### src/rtl/controller_pkg.sv
// Shared types for the multi-cycle controller: FSM states, the legal 3-bit
// opcode encodings and the coarse instruction classes the FSM branches on.
package controller_pkg;

    typedef enum logic [2:0] {
        IDLE,
        FETCH,
        DECODE,
        EXEC,
        MEM,
        WB,
        HALT,
        TRAP
    } state_t;

    localparam logic [2:0] OP_STORE = 3'b000;
    localparam logic [2:0] OP_LOAD  = 3'b001;
    localparam logic [2:0] OP_ADD   = 3'b010;
    localparam logic [2:0] OP_BEQ   = 3'b101;
    localparam logic [2:0] OP_HALT  = 3'b111;

    typedef enum logic [2:0] {
        MEMST,
        MEMLD,
        ALU,
        BR,
        STOP,
        BAD
    } op_class_t;

endpackage

### src/rtl/multicycle_controller_op_classifier.sv
// Combinational opcode classifier. Any set bit above the low three bits
// makes the opcode illegal regardless of the low encoding.
module op_classifier
    import controller_pkg::*;
#(
    parameter int OP_W = 3
) (
    input  logic [OP_W-1:0] op,
    output op_class_t       op_class
);

    logic upper_nz;

    generate
        if (OP_W > 3) begin : g_upper
            assign upper_nz = |op[OP_W-1:3];
        end else begin : g_no_upper
            assign upper_nz = 1'b0;
        end
    endgenerate

    always_comb begin
        op_class = BAD;
        if (!upper_nz) begin
            case (op[2:0])
                OP_STORE: op_class = MEMST;
                OP_LOAD:  op_class = MEMLD;
                OP_ADD:   op_class = ALU;
                OP_BEQ:   op_class = BR;
                OP_HALT:  op_class = STOP;
                default:  op_class = BAD;
            endcase
        end
    end

endmodule

### src/rtl/multicycle_controller.sv
// Multi-cycle control FSM: fetch/decode/exec/mem/writeback sequencing with a
// memory-wait timeout trap and a retired-instruction counter.
module multicycle_controller
    import controller_pkg::*;
#(
    parameter int OP_W        = 3,
    parameter int MEM_TIMEOUT = 16,
    parameter int CNT_W       = 32
) (
    input  logic             clk,
    input  logic             reset,
    input  logic             start,
    input  logic [OP_W-1:0]  op,
    input  logic             mem_ready,
    output logic             irWrite,
    output logic             pcWrite,
    output logic             memRead,
    output logic             memWrite,
    output logic             regWrite,
    output logic             memToReg,
    output logic             addition,
    output logic             aluF,
    output logic             branch,
    output logic             halt,
    output logic             illegal,
    output logic [CNT_W-1:0] retired
);

    localparam int                 WAIT_W    = $clog2(MEM_TIMEOUT + 1);
    localparam logic [WAIT_W-1:0]  WAIT_LAST = WAIT_W'(MEM_TIMEOUT - 1);

    state_t            state_reg, state_next;
    logic [OP_W-1:0]   op_q;
    logic [WAIT_W-1:0] wait_reg;
    logic [CNT_W-1:0]  retired_reg;
    op_class_t         live_class, held_class;
    logic              retire;
    logic              timed_out;

    // Live op only steers the DECODE transition; everything later uses op_q.
    op_classifier #(.OP_W(OP_W)) u_live_class (
        .op       (op),
        .op_class (live_class)
    );

    op_classifier #(.OP_W(OP_W)) u_held_class (
        .op       (op_q),
        .op_class (held_class)
    );

    // This cycle would be the MEM_TIMEOUT-th consecutive wait; a ready in the
    // same cycle is not a wait, so it completes normally.
    assign timed_out = !mem_ready && (wait_reg == WAIT_LAST);

    always_ff @(posedge clk or posedge reset) begin
        if (reset) begin
            state_reg   <= IDLE;
            op_q        <= '0;
            wait_reg    <= '0;
            retired_reg <= '0;
        end else begin
            state_reg <= state_next;
            if (state_reg == DECODE) begin
                op_q <= op;
            end
            if (state_next != state_reg) begin
                wait_reg <= '0;
            end else if ((state_reg == FETCH || state_reg == MEM) && !mem_ready) begin
                wait_reg <= wait_reg + 1'b1;
            end
            if (retire) begin
                retired_reg <= retired_reg + 1'b1;
            end
        end
    end

    always_comb begin
        state_next = state_reg;
        retire     = 1'b0;
        irWrite    = 1'b0;
        pcWrite    = 1'b0;
        memRead    = 1'b0;
        memWrite   = 1'b0;
        regWrite   = 1'b0;
        memToReg   = 1'b0;
        addition   = 1'b0;
        aluF       = 1'b0;
        branch     = 1'b0;
        halt       = 1'b0;
        illegal    = 1'b0;

        case (state_reg)
            IDLE: begin
                if (start) state_next = FETCH;
            end
            FETCH: begin
                memRead = 1'b1;
                if (mem_ready) begin
                    irWrite    = 1'b1;
                    pcWrite    = 1'b1;
                    state_next = DECODE;
                end else if (timed_out) begin
                    state_next = TRAP;
                end
            end
            DECODE: begin
                case (live_class)
                    MEMST, MEMLD: state_next = MEM;
                    ALU, BR:      state_next = EXEC;
                    STOP: begin
                        state_next = HALT;
                        retire     = 1'b1;
                    end
                    default:      state_next = TRAP;
                endcase
            end
            EXEC: begin
                case (held_class)
                    ALU: begin
                        addition   = 1'b1;
                        state_next = WB;
                    end
                    BR: begin
                        aluF       = 1'b1;
                        branch     = 1'b1;
                        retire     = 1'b1;
                        state_next = FETCH;
                    end
                    default: state_next = TRAP;
                endcase
            end
            MEM: begin
                case (held_class)
                    MEMST: begin
                        memWrite = 1'b1;
                        if (mem_ready) begin
                            retire     = 1'b1;
                            state_next = FETCH;
                        end else if (timed_out) begin
                            state_next = TRAP;
                        end
                    end
                    MEMLD: begin
                        memRead = 1'b1;
                        if (mem_ready) begin
                            state_next = WB;
                        end else if (timed_out) begin
                            state_next = TRAP;
                        end
                    end
                    default: state_next = TRAP;
                endcase
            end
            WB: begin
                regWrite   = 1'b1;
                memToReg   = (held_class == MEMLD);
                retire     = 1'b1;
                state_next = FETCH;
            end
            HALT: begin
                halt = 1'b1;
            end
            TRAP: begin
                halt    = 1'b1;
                illegal = 1'b1;
            end
            default: state_next = IDLE;
        endcase
    end

    assign retired = retired_reg;

endmodule

### config.mk
export PLATFORM = sky130hd
export DESIGN_NAME = multicycle_controller
export DESIGN_NICKNAME = d
export VERILOG_FILES = /design/src/rtl/controller_pkg.sv /design/src/rtl/multicycle_controller_op_classifier.sv /design/src/rtl/multicycle_controller.sv
export SDC_FILE = /design/constraint.sdc
export NUM_CORES = 1
export LEC_CHECK = 0
export BUFFER_PORTS_ARGS = -buffer_cell sky130_fd_sc_hd__buf_2
export CORE_ASPECT_RATIO = 0.6
export CORE_UTILIZATION = 49
export CTS_CLUSTER_SIZE = 16
export DETAILED_ROUTE_END_ITERATION = 10
export PLACE_DENSITY = 0.75
export SYNTH_ARGS = -nofsm -noshare
export SYNTH_HDL_FRONTEND = slang
export SYNTH_SLANG_ARGS = --single-unit
export TNS_END_PERCENT = 5
### constraint.sdc
create_clock -name clk -period 2.15 [get_ports clk]
set_clock_uncertainty 0.15 [all_clocks]
set_input_delay 0.43 -clock clk [delete_from_list [all_inputs] [get_ports clk]]
set_output_delay 0.43 -clock clk [all_outputs]
set_load 0.1 [all_outputs]
---- Word level (Yosys, flattened, before mapping) ----
Cells that the tools add are included.
storage, ports and cells
  flip-flop bits (word level) ............. 43
operators by class
  reductions and logical operators ........ 13
  equality and inequality tests ........... 24
  add/subtract/negate cells ............... 2
  mux-type cells .......................... 30
operators by type and width
  operator               number
  $add 32x1->32 const B  1
  $pmux 3 s5             2
  $eq 3x3->1 const B     9
  $eq 3x2->1 const B     8
  $pmux 3 s6             1
  $eq 3x1->1 const B     5
  $logic_not 3->1        5
  $mux 1                 15
  $mux 3                 5
  $pmux 3 s2             2
  $mux 5                 2
  $pmux 3 s3             1
  $reduce_or 2->1        3
  $add 5x1->5 const B    1
  $eq 5x4->1 const B     1
  $pmux 1 s4             1
  $ne 3x3->1             1
  $logic_and 1x1->1      2
  $pmux 1 s2             1
  $reduce_bool 2->1      1
  $logic_not 1->1        1
  $logic_or 1x1->1       1

---- Longest topological paths before layout ----
Gate-level depths: netlist (run 1).
  depth after elaboration ................. 8
  gate-level depth with buffers ........... 8
  depth with buffers taken out ............ 8

---- Cells and area by module ----
Synthesis (run 1) repeated with hierarchy kept, for this count alone.
second synthesis, totals
  cell total of the unflattened synthesis .. 240
  area total of the unflattened synthesis .. 2452.4 sq um
modules (own cells, without submodules)
  module                 cells an instance  times used  area an instance (sq um)
  multicycle_controller  228                1           2364.8
  op_classifier          6                  2           43.8

---- Least setup slack after synthesis (run 1) ----
Ideal clock, no wire load.
  path kind ............................... reg2out
  from .................................... register state_reg[1]
  to ...................................... output addition
  cell stages (with the launch flop) ...... 5
  data required time ...................... 1.570 ns
  arrival time ............................ 3.716 ns
  setup slack ............................. -2.146 ns
  cells stage by stage .................... dfrtp_1 > buf_6 > clkbuf_1 > nand2_1 > nor4_1
between the ends
  longest elaborated chain between the ends .. 2
ends and longest elaborated chain
  what                    line                         source
  from (decl)             multicycle_controller.sv:32  state_t state_reg, state_next;
  from (signal assigned)  multicycle_controller.sv:62  state_reg <= state_next;
  $eq 3x2->1              multicycle_controller.sv:92  case (state_reg)
  $mux 1                  multicycle_controller.sv:92
  to (decl)               multicycle_controller.sv:21  output logic addition,
No other way between the ends.

---- Worst setup path in the final report (run 1) ----
  from .................................... register state_reg[0]
  to ...................................... output illegal
between the ends
  longest elaborated chain between the ends .. 2
ends and longest elaborated chain
  what        line                         source
  $eq 3x3->1  multicycle_controller.sv:92
  $mux 1      multicycle_controller.sv:92
  to (decl)   multicycle_controller.sv:25  output logic illegal,
No other way between the ends.

==> impl_metrics.json, run 1 <==
{
  "outcome": "finished, violations left",
  "violations": "setup timing",
  "die_w_um": 92.3,
  "hold-worst-slack_ns": 0.103,
  "vias_per_cell": 5.54,
  "syn_area_per_cell_um2": 10.3,
  "synth_area_um2": 2400,
  "synth_top_area_share_pct": 44.8,
  "grt_max_degree": 44,
  "max_slew_margin_pct": 64.8,
  "synth-main-ff-cell": "dfrtp_1",
  "cts_inserted_buffers": 5,
  "vias": 2054,
  "regArea_um2": 1110,
  "crit_path_end_kind": "primary output",
  "drcViolationCount": 0,
  "synth_cell_type_count": 51,
  "antenna_cells": 0,
  "worst_pin_slew_ns": 0.528,
  "grtUsageTotal_pct": 23.1,
  "first_pass_iters": 4,
  "dieArea_um2": 5190,
  "drv_slew": 0,
  "avgRoutedWirePerCell_um": 15.3,
  "fmax_mhz": 462,
  "cts_max_level": 2,
  "root_buffer": "clkbuf_8",
  "hold_viol": 0,
  "wl_mm": 5.69,
  "grt_pass1_vias": 1874,
  "io_pins": 50,
  "yosys_warnings": 0,
  "power_density_nw_per_um2": 417,
  "setup_ws_ns": -0.0151,
  "synth_area_leaders": "dfrtp_1, xnor2_1, xor2_1, nand3_1, nor2_1",
  "synth_top_cell_by_area": "dfrtp_1",
  "drv_cap": 0,
  "largest_reg_flops": 32,
  "final.setup.tns_ns": -0.0328,
  "clock_path_buffers": 2,
  "synth_edf_count": 0,
  "clk_latency_ns": 0.30,
  "drive_gt1_share_pct": 48.4,
  "initial_core_util_pct": 51.8,
  "grt_pass1_wl_mm": 9.21,
  "dieHeight_um": 56.2,
  "clkTransAtPathRegs_ns": 0.09,
  "critPathArrivalTime_ns": 1.59,
  "syn_to_final_growth_pct": 38.5,
  "clkSinkCount": 43,
  "setup_viol": 3,
  "multi_input_area_um2": 1390,
  "leakage_uw": 0.00139,
  "synth_seq_cells": 43,
  "layout.nets": 317,
  "async_flop_share_pct": 100,
  "ant_nets": 0,
  "synth_fp_nets": 244,
  "required_ns": 1.57,
  "crit_type": "reg -> out",
  "rrSetupSlack_ns": 0.04,
  "cts_tree": "done",
  "ir_drop_v": 0.000301,
  "gp_congestion": 0.874,
  "antenna_found_initial": 0,
  "fin_crit_sh_pct": 101,
  "ys_seq_area_share_pct": 44.8,
  "drt_iter0_markers": 92,
  "core_area_um2": 4640,
  "critPathMaxFanout": 13,
  "overflow": 0,
  "hold_class": "in -> async",
  "fin_crit_ns": 2.17,
  "rows": 19,
  "dp_hpwl_mm": 4.09,
  "grt_setup_unrepaired": "true",
  "netlist_instances": 234,
  "io_buffers": 49,
  "start_kind": "register",
  "n_fill_cell": 361
}
critical path, stage by stage, from the launching register on:
cell and delay, ns:
dfrtp_2 0.39, buf_4 0.22, inv_1 0.14, buf_4 0.18, nor3_4 0.15, buf_12 0.20
where the power goes:
group / internal, uW / switching, uW / leakage (uW)
sequential: 811 / 2.19 / 0.000496
combinational: 22.9 / 51.1 / 0.000852
clock: 228 / 271 / 0.0000422
total: 1060 / 324 / 0.00139
routing by layer:
layer	track usage [%]	wire, um	vias up
met4	6.92	44	0
li1	-	-	980
met3	5.87	372	5
met1	35.9	2800	986
met2	31.2	2470	83
met5	0	0	-
logic make-up after synthesis:
kind of cell | count (synthesis) | synth area share (%)
buffers and inverters | 18 | 3.86
adders and majority gates | 3 | 1.56
AOI/OAI and AO/OA | 20 | 7.30
muxes | 6 | 2.71
xor gates and xnor gates | 35 | 12.8
DFF | 43 | 44.8
and+or+nand+nor | 109 | 27.0
stage by stage:
step / area, um2 / setup WS [ns] / power, uW / utilization [%] / cells
5_1_grt: 3320 / -0.0588 / 1440 / 71.7 / 371
4_1_cts: 3270 / -0.0447 / 1400 / 70.6 / 370
2_1_floorplan: 2590 / -0.202 / 873 / - / 234
3_3_place_gp: 3120 / 0.0353 / 901 / 67.2 / 357
6_report: 3320 / -0.0151 / 1390 / 71.7 / 371
3_5_place_dp: 3120 / -0.0366 / 902 / 67.2 / 357
area by class of cell:
class | count | area share [%]
Clock buffer | 7 | 2.30
Clock inverter | 1 | 0.151
Inverter | 9 | 1.39
Multi-Input combinational cell | 173 | 41.7
Sequential cell | 43 | 33.5
Tap cell | 63 | 2.37
Timing Repair Buffer | 75 | 18.7
worst paths after layout:
kind / start / to / depth (start not counted)
min: reset / retired[20] / 3
max in group asynchronous: reset / retired[3] / 3
min reg2reg: retired[31] / retired[31] / 1
min in group clk: op[1] / op_q[1] / 3
max: state_reg[0] / illegal / 5
max reg2reg: state_reg[2] / wait_reg[4] / 7
cells in the final DEF (no fill, tap or decap), types with 2 or more instances in the layout:
cell	synthesis	routed
xnor2_1	21	21
nor3_4	0	4
a41oi_1	2	2
nand3_1	17	16
dfrtp_1	43	18
dfrtp_4	0	2
nand2_2	1	4
dfrtp_2	0	23
mux2_2	4	4
and3_4	1	2
nor4_2	1	2
nand3_2	2	3
nor2_1	22	19
a31oi_1	2	2
and3_1	6	5
o21ai_0	4	2
nand2b_1	2	2
buf_6	2	4
and4_1	5	5
buf_4	2	22
nand4_1	11	11
buf_2	2	38
mux2i_1	2	2
ha_1	3	2
clkbuf_8	0	5
xor2_1	14	13
nor2_2	0	3
clkbuf_1	3	2
inv_1	8	7
nor4_4	1	3
nand2_1	20	16
buf_12	0	11
a21o_1	2	2
synthesized netlist by cell type (2+ instances only):
cell type and count:
mux2_2 4, buf_4 2, nand4_1 11, nand3_2 2, inv_1 8, xnor2_1 21
buf_6 2, nand2_1 20, and2_1 2, nand3_1 17, xor2_1 14, nor3_1 4
buf_2 2, and3_1 6, a21o_1 2, nand2b_1 2, mux2i_1 2, dfrtp_1 43
o21ai_0 4, and4_1 5, ha_1 3, nor2_1 22, a31oi_1 2, nor4_1 4
a41oi_1 2, clkbuf_1 3
repair_timing:
action                     CTS  global route
pin swaps                    2            10
hold endpoints to repair     0             0
hold buffers                 0             0
setup buffers                5             1
setup endpoints to repair   15            25
resized for setup            9            10
No activity file was read; power rests on OpenSTA's default activity.
==> inputs of run 2 (changes only) <==
Settings changed: REMOVE_ABC_BUFFERS from default to 1.
==> run 2 against run 1 <==
Against the previous run:
- the flow still finishes with violations (setup timing)
- critical endpoint is now wait_reg[2]
- flip-flop and latch count did not move
- largest cell class unchanged
- largest power group unchanged
- global-route usage fell by 0.75 points
- worst setup slack improved by 0.0042 ns
- first-iteration DRC count rose by 32%
==> impl_metrics.json, run 2 (synthesis results as in run 1) <==
{
  "required_ns": 2.18,
  "rows": 19,
  "grtUsageTotal_pct": 22.4,
  "initial_core_util_pct": 51.8,
  "dp_hpwl_mm": 3.98,
  "worst_pin_slew_ns": 0.531,
  "path_cells": "nor4b_4, nand3_2, a221o_1, and4_4, o211ai_4, nor2_1",
  "rrSetupSlack_ns": -0.01,
  "drv_slew": 0,
  "n_fill_cell": 366,
  "grt_pass1_vias": 1888,
  "grt_pass1_wl_mm": 8.98,
  "combPwrFrac_pct": 5.1,
  "setup_ws_ns": -0.0108,
  "io_pins": 50,
  "hold_class": "in -> async",
  "clkTransAtPathRegs_ns": 0.08,
  "net-switching-power_uw": 326,
  "r2r-start": "op_q[2]",
  "outcome": "finished, violations left",
  "switching_share_pct": 23.5,
  "root_buffer": "clkbuf_8",
  "dieArea_um2": 5190,
  "critPathArrivalTime_ns": 2.19,
  "critPathMaxFanout": 5,
  "drcViolationCount": 0,
  "internal_power_uw": 1060,
  "largest_reg_flops": 32,
  "r2r_end": "wait_reg[2]",
  "drv_cap": 0,
  "drt_iter0_markers": 121,
  "vias": 2031,
  "grt_setup_unrepaired": "true",
  "start_kind": "register",
  "vias_per_cell": 5.46,
  "max_slew_margin_pct": 64.6,
  "p_seq_share_pct": 58.6,
  "wl_mm": 5.41,
  "clk_latency_ns": 0.29,
  "fmax_mhz": 463,
  "clkPwrFrac_pct": 36.3,
  "antenna_found_initial": 0,
  "final.setup.tns_ns": -0.0116,
  "antenna_cells": 0,
  "clkSinkCount": 43,
  "die_w_um": 92.3,
  "layout.nets": 318,
  "cts_inserted_buffers": 5,
  "cts_max_level": 2,
  "cpPeakStageDelay_ns": 0.46,
  "syn_to_final_growth_pct": 34.4,
  "worst-r2r-cell-count": 6,
  "setup_viol": 2,
  "io_buffers": 49,
  "hold_viol": 0,
  "core_area_um2": 4640,
  "crit_path_end_kind": "register",
  "ir_drop_v": 0.000336,
  "overflow": 0,
  "avgRoutedWirePerCell_um": 14.5,
  "fin_crit_sh_pct": 101,
  "final_cell_mix": "buf_2, dfrtp_1, buf_4",
  "first_pass_iters": 4,
  "power_density_nw_per_um2": 430,
  "crit_type": "reg -> reg",
  "violations": "setup timing",
  "ant_nets": 0,
  "drive_gt1_share_pct": 40.1,
  "grt_max_degree": 44,
  "dieHeight_um": 56.2,
  "cts_tree": "done",
  "clock_path_buffers": 2,
  "power_uw": 1390,
  "slowest_stage": "dfrtp_2",
  "gp_congestion": 0.829,
  "leakage_uw": 0.00141,
  "fin_crit_ns": 2.16
}
run 2: changes by cell type in the layout (fill, tap and decap cells not counted), moves of 2 or more:
cell	previous run	this run
dfrtp_1	18	38
dfrtp_2	23	5
nand2_1	16	20
buf_4	22	25
buf_6	4	1
nand2_2	4	1
nor3_4	4	1
dfrtp_4	2	0
nor3_2	1	3
nor4_2	2	4
nor4_4	3	1
run 2: metal layers:
metal / up-vias / track usage, % / share of wire (%)
met5: - / 0 / 0
met4: 0 / 3.35 / 0.22
met3: 2 / 6.28 / 5.4
met2: 57 / 32.1 / 43
met1: 996 / 34.1 / 51
li1: 976 / - / -
run 2: worst max-delay path by stage:
stage | start | to | slack, ns
after CTS | state_reg[0] | illegal | -0.07
after detailed placement | wait_reg[1] | wait_reg[3] | -0.06
after global placement | wait_reg[1] | wait_reg[2] | 0.01
after global routing | op_q[2] | memToReg | -0.09
after floorplan | state_reg[2] | aluF | -3.30
final | op_q[2] | wait_reg[2] | -0.01
run 2: repair_timing:
item	CTS	global route
resized for setup	8	17
endpoints found under the hold margin	0	0
endpoints found under the setup margin	13	27
setup buffers	0	4
hold buffers	0	0
pin swaps	0	14
run 2: stage by stage:
| step | utilization (%) | area (um2) | cells | setup slack [ns] | hold WS, ns |
|---|---|---|---|---|---|
| after floorplan | - | 2340 | 225 | -3.30 | 0.347 |
| after global placement | 65.0 | 3020 | 360 | 0.0147 | 0.317 |
| after detailed placement | 65.0 | 3020 | 360 | -0.0575 | 0.323 |
| after CTS | 67.4 | 3120 | 368 | -0.0661 | 0.122 |
| after global routing | 69.6 | 3220 | 372 | -0.0900 | 0.160 |
| final | 69.6 | 3220 | 372 | -0.0108 | 0.103 |
run 2: power by group through the flow:
stage / combinational (uW) / sequential, uW / clock, uW
after floorplan: 35.4 / 832 / 0
after global placement: 67.4 / 829 / 0
after detailed placement: 68.7 / 829 / 0
after CTS: 69.7 / 813 / 512
after global routing: 77.6 / 814 / 542
final: 70.7 / 813 / 504
run 2: critical path: cells and delay by family (launching register included):
family | cells | cell delay [ns]
DFF | 1 | 0.46
AOI/OAI and AO/OA | 2 | 0.67
and+or+nand+nor | 4 | 0.76
run 2: layout make-up:
type | instances | area (um2) | share of cell area, %
Clock buffer | 6 | 72.6 | 2.25
Clock inverter | 2 | 12.5 | 0.388
Inverter | 9 | 38.8 | 1.20
Multi-Input combinational cell | 173 | 1310 | 40.6
Sequential cell | 43 | 1080 | 33.6
Tap cell | 63 | 78.8 | 2.44
Timing Repair Buffer | 76 | 629 | 19.5
==> inputs of run 3 (changes only) <==
Settings changed: ABC_AREA from default to 0, CORE_UTILIZATION 49 to 59, PLACE_DENSITY 0.75 to 0.84.
Clock period 2.15 ns to 2.5 ns, I/O delays scaled along.
==> run 3 against run 2 <==
Against the previous run:
- the flow finishes with violations (DRC)
- design area is 7.7% lower
- highest routed layer unchanged
- non-clock buffer count is 19 lower
- clock power is 26% higher
- routed wire length is 3.2% lower
- global-route usage is 5.0 points higher
- clock-buffer cell count stayed put
- critical path type is now reg -> out
- largest power group unchanged
- worst setup slack better by 0.094 ns
==> impl_metrics.json, run 3 (synthesis results as in run 1) <==
{
  "wl_mm": 5.24,
  "clock_path_buffers": 2,
  "ant_nets": 0,
  "syn_to_final_growth_pct": 24.0,
  "rows": 17,
  "grt_pass1_vias": 1785,
  "hold-worst-slack_ns": 0.178,
  "outcome": "finished, violations left",
  "combPwrFrac_pct": 3.6,
  "setup_viol": 0,
  "violations": "DRC",
  "grt_setup_unrepaired": "false",
  "avgRoutedWirePerCell_um": 15.5,
  "clk_latency_ns": 0.30,
  "first_pass_iters": 8,
  "clkPwrFrac_pct": 45.7,
  "drt_iter0_markers": 240,
  "initial_core_util_pct": 63.4,
  "vias": 1987,
  "max_slew_margin_pct": 64.6,
  "power_density_nw_per_um2": 466,
  "vias_per_cell": 5.90,
  "ir_drop_v": 0.000303,
  "clkSinkCount": 43,
  "multi_input_area_um2": 1240,
  "setup_ws_ns": 0.0829,
  "cts_max_level": 2,
  "dp_hpwl_mm": 3.82,
  "critPathArrivalTime_ns": 1.77,
  "dieArea_um2": 4330,
  "final_cell_mix": "buf_2, dfrtp_1, nor2_1",
  "net-switching-power_uw": 274,
  "regArea_um2": 1080,
  "grtUsageTotal_pct": 27.4,
  "antenna_cells": 0,
  "grt_max_degree": 44,
  "hold_viol": 0,
  "n_fill_cell": 247,
  "gp_congestion": 0.854,
  "leakage_uw": 0.00130,
  "core_area_um2": 3790,
  "cts_tree": "done",
  "dieHeight_um": 51.4,
  "r2r-start": "wait_reg[0]",
  "overflow": 0,
  "crit_path_end_kind": "primary output",
  "cts_resized": 1,
  "worst_pin_slew_ns": 0.531,
  "drv_cap": 0,
  "io_pins": 50,
  "grt_pass1_wl_mm": 8.89,
  "post_cts_buffers": 0,
  "hold_class": "in -> async",
  "internal_power_uw": 1110,
  "largest_reg_flops": 32,
  "layout.nets": 299,
  "cts_inserted_buffers": 5,
  "root_buffer": "clkbuf_8",
  "place_ws_ns": 0.261,
  "io_buffers": 49,
  "die_w_um": 84.3,
  "drive_gt1_share_pct": 31.0,
  "switching_share_pct": 19.8,
  "hold_buffers": 0,
  "clkTransAtPathRegs_ns": 0.08,
  "fin_crit_ns": 2.42,
  "antenna_found_initial": 0,
  "fmax_mhz": 414,
  "required_ns": 1.85,
  "cp-startpoint": "state_reg[1]",
  "crit_type": "reg -> out",
  "rrSetupSlack_ns": 0.23,
  "drv_slew": 0,
  "fin_crit_sh_pct": 96.7,
  "p_seq_share_pct": 50.7,
  "start_kind": "register",
  "critPathMaxFanout": 13,
  "drcViolationCount": 7
}
run 3: layout make-up:
cell class,count,area share [%]
sequential,43,36.2
timing repair buffer,57,14.3
tap,47,1.98
clock inverter,2,2.02
multi-input combinational,173,41.8
clock buffer,6,2.44
inverter,9,1.26
run 3: path summary, 6_finish.rpt:
check / end / depth (start not counted)
max: memWrite / 3
min: retired[6] / 3
max reg2reg: wait_reg[2] / 8
min reg2reg: retired[27] / 1
max in group asynchronous: state_reg[0] / 3
min in group clk: op_q[0] / 2
run 3: through the flow:
stage          setup TNS (ns)  power, uW  cells  utilization, %  instance area [um2]
2_1_floorplan          -22.58        746    225               -                 2340
3_3_place_gp                0        765    329            74.6                 2830
3_5_place_dp                0        766    329            74.6                 2830
4_1_cts                     0       1400    337            78.3                 2960
5_1_grt                     0       1430    337            78.6                 2980
6_report                    0       1390    337            78.6                 2980
run 3: critical path: stages, from the launching register on:
cell	delay, ns
dfrtp_2	0.51
nor4b_4	0.35
and2_1	0.18
buf_2	0.42
run 3: layer usage:
| metal | track usage [%] | vias to the layer above | part of all wire [%] |
|---|---|---|---|
| met3 | 7.27 | 10 | 8.5 |
| li1 | - | 940 | - |
| met2 | 40.7 | 96 | 44 |
| met4 | 9.04 | 0 | 1.6 |
| met5 | 0 | - | 0 |
| met1 | 39.2 | 941 | 46 |
run 3: power by group through the flow:
stage	Combinational [uW]	Clock, uW	Sequential [uW]
global route	55.3	670	704
finish	49.5	634	703
detailed placement	49.7	0	716
CTS	50.1	644	702
global placement	49.0	0	716
floorplan	30.5	0	715
